==> src/rtl/tmr_pkg.sv <==
// Shared definitions for the TMR recovery path: FSM encoding, core indices,
// agreement-bit positions and the full-TMR agreement decode.
package tmr_pkg;

    typedef enum logic [2:0] {
        ST_MONITOR = 3'd0,
        ST_DRAIN   = 3'd1,
        ST_RESYNC  = 3'd2,
        ST_RECHECK = 3'd3,
        ST_FATAL   = 3'd4
    } ctrl_state_e;

    localparam logic [1:0] CORE_A = 2'd0;
    localparam logic [1:0] CORE_B = 2'd1;
    localparam logic [1:0] CORE_C = 2'd2;

    localparam int AB = 2;
    localparam int BC = 1;
    localparam int AC = 0;

    typedef struct packed {
        logic [2:0] faulty_onehot;
        logic       no_majority;
    } decode_t;

    // Exactly one pair agreeing points at the core outside that pair.
    function automatic decode_t decode_agree(input logic [2:0] agree);
        decode_t r;
        r.faulty_onehot = 3'b000;
        r.no_majority   = 1'b0;
        case (agree)
            3'b111:  r.faulty_onehot = 3'b000;
            3'b100:  r.faulty_onehot = 3'b100;
            3'b010:  r.faulty_onehot = 3'b001;
            3'b001:  r.faulty_onehot = 3'b010;
            default: r.no_majority   = 1'b1;
        endcase
        return r;
    endfunction

    function automatic logic [1:0] onehot_to_idx(input logic [2:0] onehot);
        logic [1:0] idx;
        idx = CORE_A;
        if (onehot[1]) idx = CORE_B;
        if (onehot[2]) idx = CORE_C;
        return idx;
    endfunction

endpackage

==> src/rtl/tmr_fault_decode.sv <==
// Combinational fault locator: agreement vector plus retired-core mask
// gives the faulty core, the donor for its resync, and a fatal condition.
module tmr_fault_decode
    import tmr_pkg::*;
(
    input  logic [2:0] agree_vec,
    input  logic [2:0] core_disabled,
    output logic [2:0] faulty,
    output logic [1:0] donor,
    output logic       fatal_cond
);

    decode_t dec;

    always_comb begin
        dec        = decode_agree(agree_vec);
        faulty     = 3'b000;
        donor      = CORE_A;
        fatal_cond = 1'b0;
        case (core_disabled)
            3'b000: begin
                faulty     = dec.faulty_onehot;
                fatal_cond = dec.no_majority;
                donor      = dec.faulty_onehot[0] ? CORE_B : CORE_A;
            end
            // With one core retired a mismatch cannot be attributed to either survivor.
            3'b001: begin
                fatal_cond = ~agree_vec[BC];
                donor      = CORE_B;
            end
            3'b010: begin
                fatal_cond = ~agree_vec[AC];
                donor      = CORE_A;
            end
            3'b100: begin
                fatal_cond = ~agree_vec[AB];
                donor      = CORE_A;
            end
            default: fatal_cond = 1'b1;
        endcase
    end

endmodule

==> src/rtl/tmr_recovery_ctrl.sv <==
// TMR recovery sequencer: stall, drain, resync the faulty core from a donor,
// count faults and retire repeat offenders. Optional TMR_FAULT_TSTAMP_EN adds fault time stamps.
module tmr_recovery_ctrl
    import tmr_pkg::*;
#(
    parameter int CNT_W          = 8,
    parameter int RETIRE_THRESH  = 4,
    parameter int RESYNC_TIMEOUT = 64,
    parameter int STALL_CYCLES   = 2
) (
    input  logic             clk,
    input  logic             rst,
    input  logic [2:0]       agree_vec,
    input  logic             cmp_valid,
    input  logic             resync_ack,
    input  logic             clr_fatal,
    output logic             stall,
    output logic             resync_req,
    output logic [1:0]       resync_src,
    output logic [2:0]       resync_dst,
    output logic [CNT_W-1:0] fault_cnt_a,
    output logic [CNT_W-1:0] fault_cnt_b,
    output logic [CNT_W-1:0] fault_cnt_c,
    output logic [2:0]       core_disabled,
    output logic             fatal,
`ifdef TMR_FAULT_TSTAMP_EN
    output logic [31:0]      last_fault_ts,
    output logic [1:0]       last_fault_core,
`endif
    output logic [2:0]       ctrl_state
);

    localparam int TIMER_W = $clog2(RESYNC_TIMEOUT + STALL_CYCLES + 1);

    ctrl_state_e             state_q, state_d;
    logic [TIMER_W-1:0]      timer_q, timer_d;
    logic [1:0]              src_q, src_d;
    logic [2:0]              dst_q, dst_d;
    logic [2:0][CNT_W-1:0]   cnt_q, cnt_d;
    logic [2:0]              dis_q, dis_d;

    logic [2:0] faulty;
    logic [1:0] donor;
    logic       fatal_cond;
    logic       multi_dis;

    tmr_fault_decode u_decode (
        .agree_vec     (agree_vec),
        .core_disabled (dis_q),
        .faulty        (faulty),
        .donor         (donor),
        .fatal_cond    (fatal_cond)
    );

    assign multi_dis = (dis_q[0] & dis_q[1]) | (dis_q[0] & dis_q[2]) | (dis_q[1] & dis_q[2]);

    always_comb begin
        state_d    = state_q;
        timer_d    = timer_q;
        src_d      = src_q;
        dst_d      = dst_q;
        cnt_d      = cnt_q;
        dis_d      = dis_q;
        stall      = 1'b1;
        resync_req = 1'b0;
        fatal      = 1'b0;
        case (state_q)
            ST_MONITOR: begin
                stall = 1'b0;
                if (multi_dis || (cmp_valid && fatal_cond)) begin
                    state_d = ST_FATAL;
                end else if (cmp_valid && (faulty != 3'b000)) begin
                    src_d   = donor;
                    dst_d   = faulty;
                    timer_d = '0;
                    state_d = ST_DRAIN;
                    for (int i = 0; i < 3; i++) begin
                        if (faulty[i] && (cnt_q[i] != {CNT_W{1'b1}})) begin
                            cnt_d[i] = cnt_q[i] + 1'b1;
                        end
                    end
                end
            end
            ST_DRAIN: begin
                if (timer_q == TIMER_W'(STALL_CYCLES - 1)) begin
                    timer_d = '0;
                    state_d = ST_RESYNC;
                end else begin
                    timer_d = timer_q + 1'b1;
                end
            end
            ST_RESYNC: begin
                resync_req = 1'b1;
                if (resync_ack) begin
                    state_d = ST_RECHECK;
                    // Retire on entry so the disabled bit is already visible during RECHECK.
                    for (int i = 0; i < 3; i++) begin
                        if (dst_q[i] && (int'(cnt_q[i]) >= RETIRE_THRESH)) begin
                            dis_d[i] = 1'b1;
                        end
                    end
                end else if (timer_q == TIMER_W'(RESYNC_TIMEOUT - 1)) begin
                    state_d = ST_FATAL;
                end else begin
                    timer_d = timer_q + 1'b1;
                end
            end
            ST_RECHECK: begin
                stall   = 1'b0;
                src_d   = CORE_A;
                dst_d   = 3'b000;
                state_d = ST_MONITOR;
            end
            ST_FATAL: begin
                fatal = 1'b1;
                if (clr_fatal) begin
                    src_d   = CORE_A;
                    dst_d   = 3'b000;
                    timer_d = '0;
                    state_d = ST_MONITOR;
                end
            end
            default: begin
                state_d = ST_MONITOR;
            end
        endcase
    end

    always_ff @(posedge clk) begin
        if (rst) begin
            state_q <= ST_MONITOR;
            timer_q <= '0;
            src_q   <= CORE_A;
            dst_q   <= 3'b000;
            cnt_q   <= '0;
            dis_q   <= 3'b000;
        end else begin
            state_q <= state_d;
            timer_q <= timer_d;
            src_q   <= src_d;
            dst_q   <= dst_d;
            cnt_q   <= cnt_d;
            dis_q   <= dis_d;
        end
    end

    assign resync_src    = src_q;
    assign resync_dst    = dst_q;
    assign fault_cnt_a   = cnt_q[0];
    assign fault_cnt_b   = cnt_q[1];
    assign fault_cnt_c   = cnt_q[2];
    assign core_disabled = dis_q;
    assign ctrl_state    = state_q;

`ifdef TMR_FAULT_TSTAMP_EN
    logic [31:0] cyc_q, cyc_d;
    logic [31:0] ts_q, ts_d;
    logic [1:0]  fcore_q, fcore_d;

    // Core index 3 marks a fatal entry that could not be tied to one core.
    always_comb begin
        cyc_d   = cyc_q + 32'd1;
        ts_d    = ts_q;
        fcore_d = fcore_q;
        if ((state_d != state_q) && ((state_d == ST_DRAIN) || (state_d == ST_FATAL))) begin
            ts_d    = cyc_q;
            fcore_d = ((state_d == ST_FATAL) && (state_q != ST_RESYNC)) ? 2'd3 : onehot_to_idx(dst_d);
        end
    end

    always_ff @(posedge clk) begin
        if (rst) begin
            cyc_q   <= '0;
            ts_q    <= '0;
            fcore_q <= '0;
        end else begin
            cyc_q   <= cyc_d;
            ts_q    <= ts_d;
            fcore_q <= fcore_d;
        end
    end

    assign last_fault_ts   = ts_q;
    assign last_fault_core = fcore_q;
`endif

endmodule
==> config.mk <==
export PLATFORM = sky130hd
export DESIGN_NAME = tmr_recovery_ctrl
export DESIGN_NICKNAME = d
export VERILOG_FILES = /design/src/rtl/tmr_pkg.sv /design/src/rtl/tmr_fault_decode.sv /design/src/rtl/tmr_recovery_ctrl.sv
export SDC_FILE = /design/constraint.sdc
export NUM_CORES = 1
export LEC_CHECK = 0
export BUFFER_PORTS_ARGS = -buffer_cell sky130_fd_sc_hd__buf_2
export CAP_MARGIN = 0
export CORE_MARGIN = 1
export CORE_UTILIZATION = 50
export CTS_CLUSTER_DIAMETER = 100
export CTS_CLUSTER_SIZE = 12
export DETAILED_ROUTE_END_ITERATION = 8
export PLACE_DENSITY = 0.76
export SKIP_LAST_GASP = 1
export SLEW_MARGIN = 20
export SYNTH_ARGS = -nofsm -noshare
export SYNTH_HDL_FRONTEND = slang
export SYNTH_SLANG_ARGS = --single-unit
==> constraint.sdc <==
create_clock -name clk -period 2 [get_ports clk]
set_input_delay 0.4 -clock clk [delete_from_list [all_inputs] [get_ports clk]]
set_output_delay 0.4 -clock clk [all_outputs]
set_load 0.005 [all_outputs]
## After elaboration in Yosys (flattened, before gate mapping)

Index checks and enable logic that the tools add are counted.

| operators by class | value |
|---|---|
| $add $sub $neg | 4 |
| magnitude comparators | 3 |
| equal/unequal tests | 24 |
| muxes and demuxes | 30 |
| bitwise gates (word level) | 9 |
| reductions and logical operators | 25 |

Operator list:

| operator | number |
|---|---|
| $mux 7 | 6 |
| $pmux 7 s4 | 1 |
| $mux 3 | 9 |
| $add 8x1->8 const B | 3 |
| $ge 8x3->1 const B | 3 |
| $ne 8x8->1 const B | 3 |
| $reduce_and 4->1 | 5 |
| $pmux 3 s3 | 2 |
| $eq 3x2->1 const B | 4 |
| $eq 3x3->1 const B | 4 |
| $ne 2x2->1 const B | 6 |
| $pmux 3 s4 | 1 |
| $eq 3x1->1 const B | 3 |
| $reduce_and 3->1 | 3 |
| $logic_and 1x1->1 | 8 |
| $add 7x1->7 const B | 1 |
| $eq 7x1->1 const B | 1 |
| $eq 7x6->1 const B | 1 |
| $logic_not 3->1 | 2 |
| $mux 2 | 3 |
| $ne 3x3->1 const B | 2 |
| $pmux 2 s3 | 1 |
| $reduce_and 6->1 | 1 |
| $reduce_bool 3->1 | 2 |
| 10 further kinds | 20 |

| storage, ports and cells | value |
|---|---|
| register bits | 42 |
| bits of input ports | 8 |
| output and inout bits | 38 |

## Depth between registers and ports, before layout

Gate-level depths: netlist of the first run.

| depth | value |
|---|---|
| depth after elaboration | 8 |
| gate-level depth with buffers | 7 |
| depth with buffers taken out | 7 |

## Cells and area by module

Synthesis of the first run repeated with hierarchy kept, for this count alone.

| unflattened totals | value |
|---|---|
| cells, all modules | 303 |
| area, all modules | 2429.8 µm² |

Modules (own cells, without submodules):

| module | times used | cells each | area each (µm²) | sequential area each (µm²) |
|---|---|---|---|---|
| tmr_recovery_ctrl | 1 | 281 | 2290.9 | 840.8 |
| tmr_fault_decode | 1 | 22 | 138.9 | 0.0 |

## Least setup slack after synthesis of the first run

OpenSTA, ideal clock, no wires.

| path | value |
|---|---|
| kind | register to register |
| start | register dis_q[2] (netlist: core_disabled[2]) |
| end | register cnt_q, in the netlist fault_cnt_a[5] |
| library setup time | 71 ps |
| data arrival time | 1932 ps |
| data required time | 1929 ps |
| path slack | -3 ps |
| stages on the path, launching flop included | 7 |
| clock period less this slack | 2003 ps |
| cell sequence | dfxtp_1 nor3_2 o211ai_2 or3_1 buf_2 or4_1 a21oi_1 |

| between the ends | value |
|---|---|
| cells in the longest elaborated chain, start to end | 6 |

RTL lines:

| what | RTL line | RTL |
|---|---|---|
| start, declared | tmr_recovery_ctrl.sv:40 | `logic [2:0] dis_q, dis_d;` |
| start signal, assigned | tmr_recovery_ctrl.sv:143 | `dis_q <= dis_d;` |
| $eq 3x3->1, or another cell as far along | tmr_fault_decode.sv:20 | `case (core_disabled)` |
| $pmux 1 s4 or $or 1x1->1 (tied branches) | tmr_fault_decode.sv:20, tmr_recovery_ctrl.sv:55 |  |
| $logic_and 1x1->1 or $or 1x1->1 (tied branches) | tmr_recovery_ctrl.sv:70, tmr_recovery_ctrl.sv:55 |  |
| $logic_or 1x1->1 | tmr_recovery_ctrl.sv:70 | `if (multi_dis \|\| (cmp_valid && fatal_cond)) begin` |
| $not 1->1 (no line) | -- |  |
| $reduce_and 4->1 (no line) (*) | -- |  |
| end signal, assigned | tmr_recovery_ctrl.sv:142 | `cnt_q <= cnt_d;` |
| end, declared | tmr_recovery_ctrl.sv:39 | `logic [2:0][CNT_W-1:0] cnt_q, cnt_d;` |

Every way passes the cells marked *; elsewhere a longest branch is shown, timed or not.
A chain may end at the register's enable or synchronous reset.

## Final worst setup path of the first run

| path | value |
|---|---|
| start | register dis_q[1] (netlist: core_disabled[1]) |
| end | register cnt_q, in the netlist fault_cnt_c[6] |

Same word-level chain as after synthesis.

==> results of run 1 <==
[critical path: stages, from the launching register on]
cell      delay, ns
dfxtp_1        0.35
buf_4          0.16
nor4_1         0.31
buf_4          0.20
o211ai_1       0.20
nor3_1         0.19
buf_4          0.16
a21oi_1        0.06
a31o_2         0.21
[where the power goes]
group | internal (mW) | switching, mW | total [mW]
logic | 0.223 | 0.292 | 0.516
registers | 0.838 | 0.0231 | 0.861
clock network | 0.363 | 0.286 | 0.649
[synthesized netlist by cell type, types with 2 or more instances]
master    count
nand2_1      21
a311oi_1      5
buf_1         2
nand2b_1      6
clkbuf_1     10
a31oi_1       3
mux2i_1       7
and4_1        3
nor4b_1       2
o211ai_1      5
inv_1        15
or4_1         6
a211oi_1      3
xnor2_1      15
a21boi_0      2
nand3_1      13
a21oi_1      11
mux2_2        2
nor4_1       15
o21ai_0       4
nand4_1       4
nor2_1       42
and3_1        2
nor3_1        4
nand3b_1      3
or3_1         5
nor3b_1       2
ha_1          8
dfxtp_1      41
nor2b_1       4
a41oi_1       2
o31ai_1       6
[how the worst max path moves through the flow]
stage	start	to	slack (ns)	cells after the start
floorplan	core_disabled[2]	fault_cnt_b[6]	0.004	5
global placement	agree_vec[0]	fault_cnt_a[5]	-0.06	6
detailed placement	agree_vec[0]	fault_cnt_a[5]	-0.14	6
CTS	core_disabled[0]	fault_cnt_a[7]	0.07	5
global route	timer_q[2]	timer_q[5]	-0.05	6
finish	core_disabled[1]	fault_cnt_c[6]	0.07	8
[sequential cells by signal, summed over array words and instances (netlist names)]
signal,flops
core_disabled,3
ctrl_state,3
fault_cnt_a,8
fault_cnt_b,8
fault_cnt_c,8
resync_dst,3
resync_src,1
timer_q,7
[cell type report]
class                           instances  area [um^2]  area share [%]
Clock buffer                            5         68.8            2.33
Clock inverter                          2         35.0            1.19
Inverter                               15         56.3            1.91
Multi-Input combinational cell        223         1470            49.9
Sequential cell                        41          821            27.8
Tap cell                               52         65.1            2.21
Timing Repair Buffer                   72          430            14.6
[layer usage]
layer / up-vias / track usage [%] / wire [um]
met4: 0 / 6.00 / 48
met3: 7 / 4.27 / 382
met5: - / 0 / 0
met1: 1106 / 34.4 / 2760
li1: 1184 / - / -
met2: 82 / 38.0 / 2570
[cell families after synthesis]
group / after synthesis
compound gates: 52
xor+xnor: 16
fa+ha+maj: 9
buf+inv: 29
flops: 41
mux: 9
other cells: 1
simple gates: 136
[per-stage QoR]
step	std cells	TNS, ns
finish	410	0
global route	410	-0.0757
CTS	410	0
detailed placement	403	-0.375
global placement	403	-0.142
floorplan	293	0
[what timing repair did]
item | CTS | global route
endpoints found under the hold margin | 0 | 0
gates resized for setup | 0 | 7
setup buffers | 0 | 0
endpoints found under the setup margin | 0 | 10
==> results.md, run 1 <==
- Pin count of the biggest net entering global routing: 24
- DR DRC count: 0
- Diode count: 0
- Vias in the first global route: 2097
- FMAX: 517 MHz
- PD cells: 687 nW/um^2
- Async SR Flop Fraction: 0%
- Peak VDD IR: 0.353 mV
- Most common cell after layout, fill and taps aside: buf_2
- FILL cells: 393
- WS Path Type: reg -> reg
- Worst Path Required: 2.20 ns
- Leak pwr: 1.22 nW
- Hold WS: 0.338 ns
- Kind of end point of the critical path: flop
- Period utilisation layout: 96.7%
- Syn Nets: 309
- Initial antenna violation count: 0
- Clock sink count: 41
- Final min period: 1.93 ns
- Drt first pass iters: 6
- WP data arrival: 2.13 ns
- Setup WS pre-CTS: -0.135 ns
- IO buf count: 44
- Max capacitance violation total: 0
- Max Slew Vio Count: 0
- GPL Wtd Cong: 0.868
- Clock transition at path regs: 0.08 ns
- Total grt overflow: 0
- Post-Synth Adder-Cell Area: 4.65%
- CP startpoint kind: flop
- First DRT Iteration DRCs: 189
- Mux share of post-synthesis cell area: 3.91%
- Skew final: 0.0112 ns
- Run status: finished, final reports clean
- All-Layer GR Usage: 24.2%
- Detail Placement HPWL: 4.18 mm
- Die W: 70.8 um
- Prevailing post-synth register cell: dfxtp_1
- Wire per inst: 14.0 um
- Post-route design area: 2950 um^2
- Syn avg cell area: 8.08 um^2
- Hold buffers post-CTS: 0
- Die height: 70.8 um
- Post-synth top area cell: dfxtp_1
- Post-route setup slack: 0.0660 ns
- Layout cell share with drive strength beyond 1: 26.0%
- Post-synth top area share: 34.7%
- Largest family of logic cells by synthesized area: simple AND/OR/NAND/NOR gates
- Antenna Nets Post-Route: 0
- RSZ-0062 raised after global routing: true
- R2r worst-path depth: 8
- Post-Synth Simple-Gate Area: 29.9%
- Hold depth: 2
- Num rows: 24
- Most frequent cells in the layout: buf_2 (44), nor2_1 (42), dfxtp_1 (41), buf_4 (28), nand2_1 (21)
- Synth Area in Compound Gates: 15.9%
- Register area share after synthesis: 34.7%
- Tightest Hold Check Type: in -> reg
- Post-Syn Area: 2370 um^2
- Post-layout util: 66.3%
- FF+latch count, synth: 41
- CTS Buffer Depth: 2
- Total chip power: 2.03 mW
- Final wirelength: 5.75 mm
- XOR/XNOR Fraction of Synth Area: 5.92%
- Total number of H-tree levels: 2
- Num CTS Buffers: 5
- Crit Path Max Fanout: 6
- DR vias: 2379
- CTS Root Cell: clkbuf_8
- R2R Setup Slk: 0.07 ns
- Mapped Cells: 293
- Io pins: 46
- TritonCTS clock tree: done
- Hold Crit Start: clr_fatal
- Via/cell ratio: 5.80
- Area contributors post-synth: dfxtp_1 (35%), nor2_1 (6.7%), xnor2_1 (5.6%)
- WHS Endpoint: ctrl_state[2]
- Initial Util: 53.2%
- # setup viols final: 0
- Global-route wire length before repair: 9.74 mm
- Synth warnings: 0
- Clock Latency Late Sink: 0.29 ns
- Post-synth EDFFs: 0
- Reg2reg end: fault_cnt_c[6]
- Core box area: 4440 um^2
- Syn-to-layout area delta: 24.6%
- Final Hold Vio Count: 0
- Synth cell types: 52
- Dpl cell area: 2800 um^2
- Reg-to-Reg Start: core_disabled[1]
- Die area: 5010 um^2
- Fin nets: 374
No activity file was read; power rests on OpenSTA's default activity.
==> run 2: changes to the inputs <==
--- a/config.mk
+++ b/config.mk
@@ -5,14 +5,14 @@
 export SDC_FILE = /design/constraint.sdc
 export NUM_CORES = 1
 export LEC_CHECK = 0
-export BUFFER_PORTS_ARGS = -buffer_cell sky130_fd_sc_hd__buf_2
 export CAP_MARGIN = 0
 export CORE_MARGIN = 1
-export CORE_UTILIZATION = 50
+export CORE_UTILIZATION = 55
 export CTS_CLUSTER_DIAMETER = 100
 export CTS_CLUSTER_SIZE = 12
 export DETAILED_ROUTE_END_ITERATION = 8
-export PLACE_DENSITY = 0.76
+export DONT_BUFFER_PORTS = 1
+export PLACE_DENSITY = 0.73
 export SKIP_LAST_GASP = 1
 export SLEW_MARGIN = 20
 export SYNTH_ARGS = -nofsm -noshare
==> run 2 against run 1 <==
  * Setup slack got worse by 0.019 ns
  * Clock power rose by 8.3%
  * Sequential share of layout area rose by 1.8 points
  * Critical path depth fell by 2
==> results.md, run 2 (same netlist as run 1, synthesis figures left out) <==
- Num CTS Buffers: 5
- Hold buffers post-CTS: 0
- Total chip power: 2.01 mW
- Core box area: 4060 um^2
- Max-slew headroom: 62.5%
- Fin nets: 331
- Clock power share: 34.9%
- Final wirelength: 5.83 mm
- GPL Wtd Cong: 0.826
- Skew final: 0.0135 ns
- Clock Latency Late Sink: 0.30 ns
- # setup viols final: 0
- Setup WS pre-CTS: -0.0225 ns
- Num rows: 23
- Sw Ratio: 28.8%
- Met2 routed WL: 2.74 mm
- WS Path Type: reg -> reg
- FMAX: 512 MHz
- IO buf count: 0
- Die area: 4570 um^2
- Most frequent cells in the layout: nor2_1 (42), dfxtp_1 (39), buf_4 (28), nand2_1 (21)
- Top routing layer in use: met4
- Total number of H-tree levels: 2
- RSZ-0062 raised after global routing: true
- Initial Util: 58.3%
- Most common cell after layout, fill and taps aside: nor2_1
- Final min period: 1.95 ns
- PD cells: 722 nW/um^2
- Kind of end point of the critical path: flop
- Period utilisation layout: 97.6%
- Die W: 67.6 um
- Run status: finished, final reports clean
- Crit Path Max Fanout: 6
- Drt first pass iters: 5
- Sw power: 580 uW
- TritonCTS clock tree: done
- Peak VDD IR: 0.619 mV
- Leak pwr: 1.00 nW
- Comb pwr share: 22.4%
- Pin count of the biggest net entering global routing: 47
- Worst-margin pin slew: 0.559 ns
- Met3 wire len: 405 um
- CTS Buffer Depth: 2
- Wire per inst: 15.9 um
- Vias in the first global route: 2055
- Io pins: 46
- DR DRC count: 0
- Global-route wire length before repair: 9.08 mm
- Clock sink count: 41
- Pint: 1.43 mW
- Die height: 67.6 um
- Worst Path Required: 2.23 ns
- WP data arrival: 2.18 ns
- First DRT Iteration DRCs: 197
- Final Hold Vio Count: 0
- Layout cell share with drive strength beyond 1: 18.0%
- Clock transition at path regs: 0.09 ns
- Tightest Hold Check Type: in -> reg
- CTS Root Cell: clkbuf_8
- Syn-to-layout area delta: 17.9%
- All-Layer GR Usage: 26.3%
- Total grt overflow: 0
- CP startpoint kind: flop
- Initial antenna violation count: 0
- Detail Placement HPWL: 3.94 mm
- Post-route setup slack: 0.0473 ns
- Diode count: 0
- Max Slew Vio Count: 0
- Antenna Nets Post-Route: 0
- Reg power frac: 42.6%
- Via/cell ratio: 6.17
- DR vias: 2260
- M1 WL: 2.58 mm
- Max capacitance violation total: 0
run 2: worst paths after layout:
path               startpoint          endpoint  slack [ns]  cells after the start
min                       rst  core_disabled[2]        0.17                      1
max reg2reg  core_disabled[1]    fault_cnt_a[5]        0.05                      6
max          core_disabled[1]    fault_cnt_a[5]        0.05                      6
min reg2reg        timer_q[5]        timer_q[5]        0.51                      1
run 2: area by class of cell:
cell class                 count  area, um^2
tap                           50        62.6
clock buffer                   6        82.6
clock inverter                 2        37.5
fill                         334        1270
timing repair buffer          29         221
inverter                      15        56.3
sequential                    41         826
multi-input combinational    223        1500
run 2: worst max-delay path, cell delays in order, from the launching register on:
cell and delay [ns]:
dfxtp_2 0.34, nor3_2 0.20, buf_4 0.14, o211ai_1 0.10, or3_4 0.43, or4_4 0.49
a21oi_2 0.17
run 2: per-layer routing:
metal | vias up | track usage (%)
met3 | 10 | 7.77
li1 | 1108 | -
met1 | 1051 | 33.4
met5 | - | 0
met2 | 91 | 41.1
met4 | 0 | 10.6
run 2: power groups by stage:
stage	sequential, mW	combinational (mW)	clock [mW]
2_1_floorplan	0.876	0.296	0
3_3_place_gp	0.878	0.423	0
3_5_place_dp	0.880	0.426	0
4_1_cts	0.860	0.433	0.714
5_1_grt	0.863	0.493	0.765
6_report	0.859	0.451	0.703
run 2: stage by stage:
stage / instance area [um^2] / hold WS (ns) / util [%] / cells / TNS [ns]
5_1_grt: 2790 / 0.141 / 68.8 / 366 / -0.153
4_1_cts: 2690 / 0.156 / 66.4 / 364 / 0
6_report: 2790 / 0.166 / 68.8 / 366 / 0
3_3_place_gp: 2570 / 0.476 / 63.4 / 356 / 0
2_1_floorplan: 2370 / 0.465 / - / 293 / 0
3_5_place_dp: 2570 / 0.479 / 63.4 / 356 / -0.0341
run 2: what timing repair did:
item | in CTS | in global routing
hold endpoints to repair | 0 | 0
setup endpoints to repair | 0 | 16
setup buffers | 0 | 2
resized for setup | 0 | 17
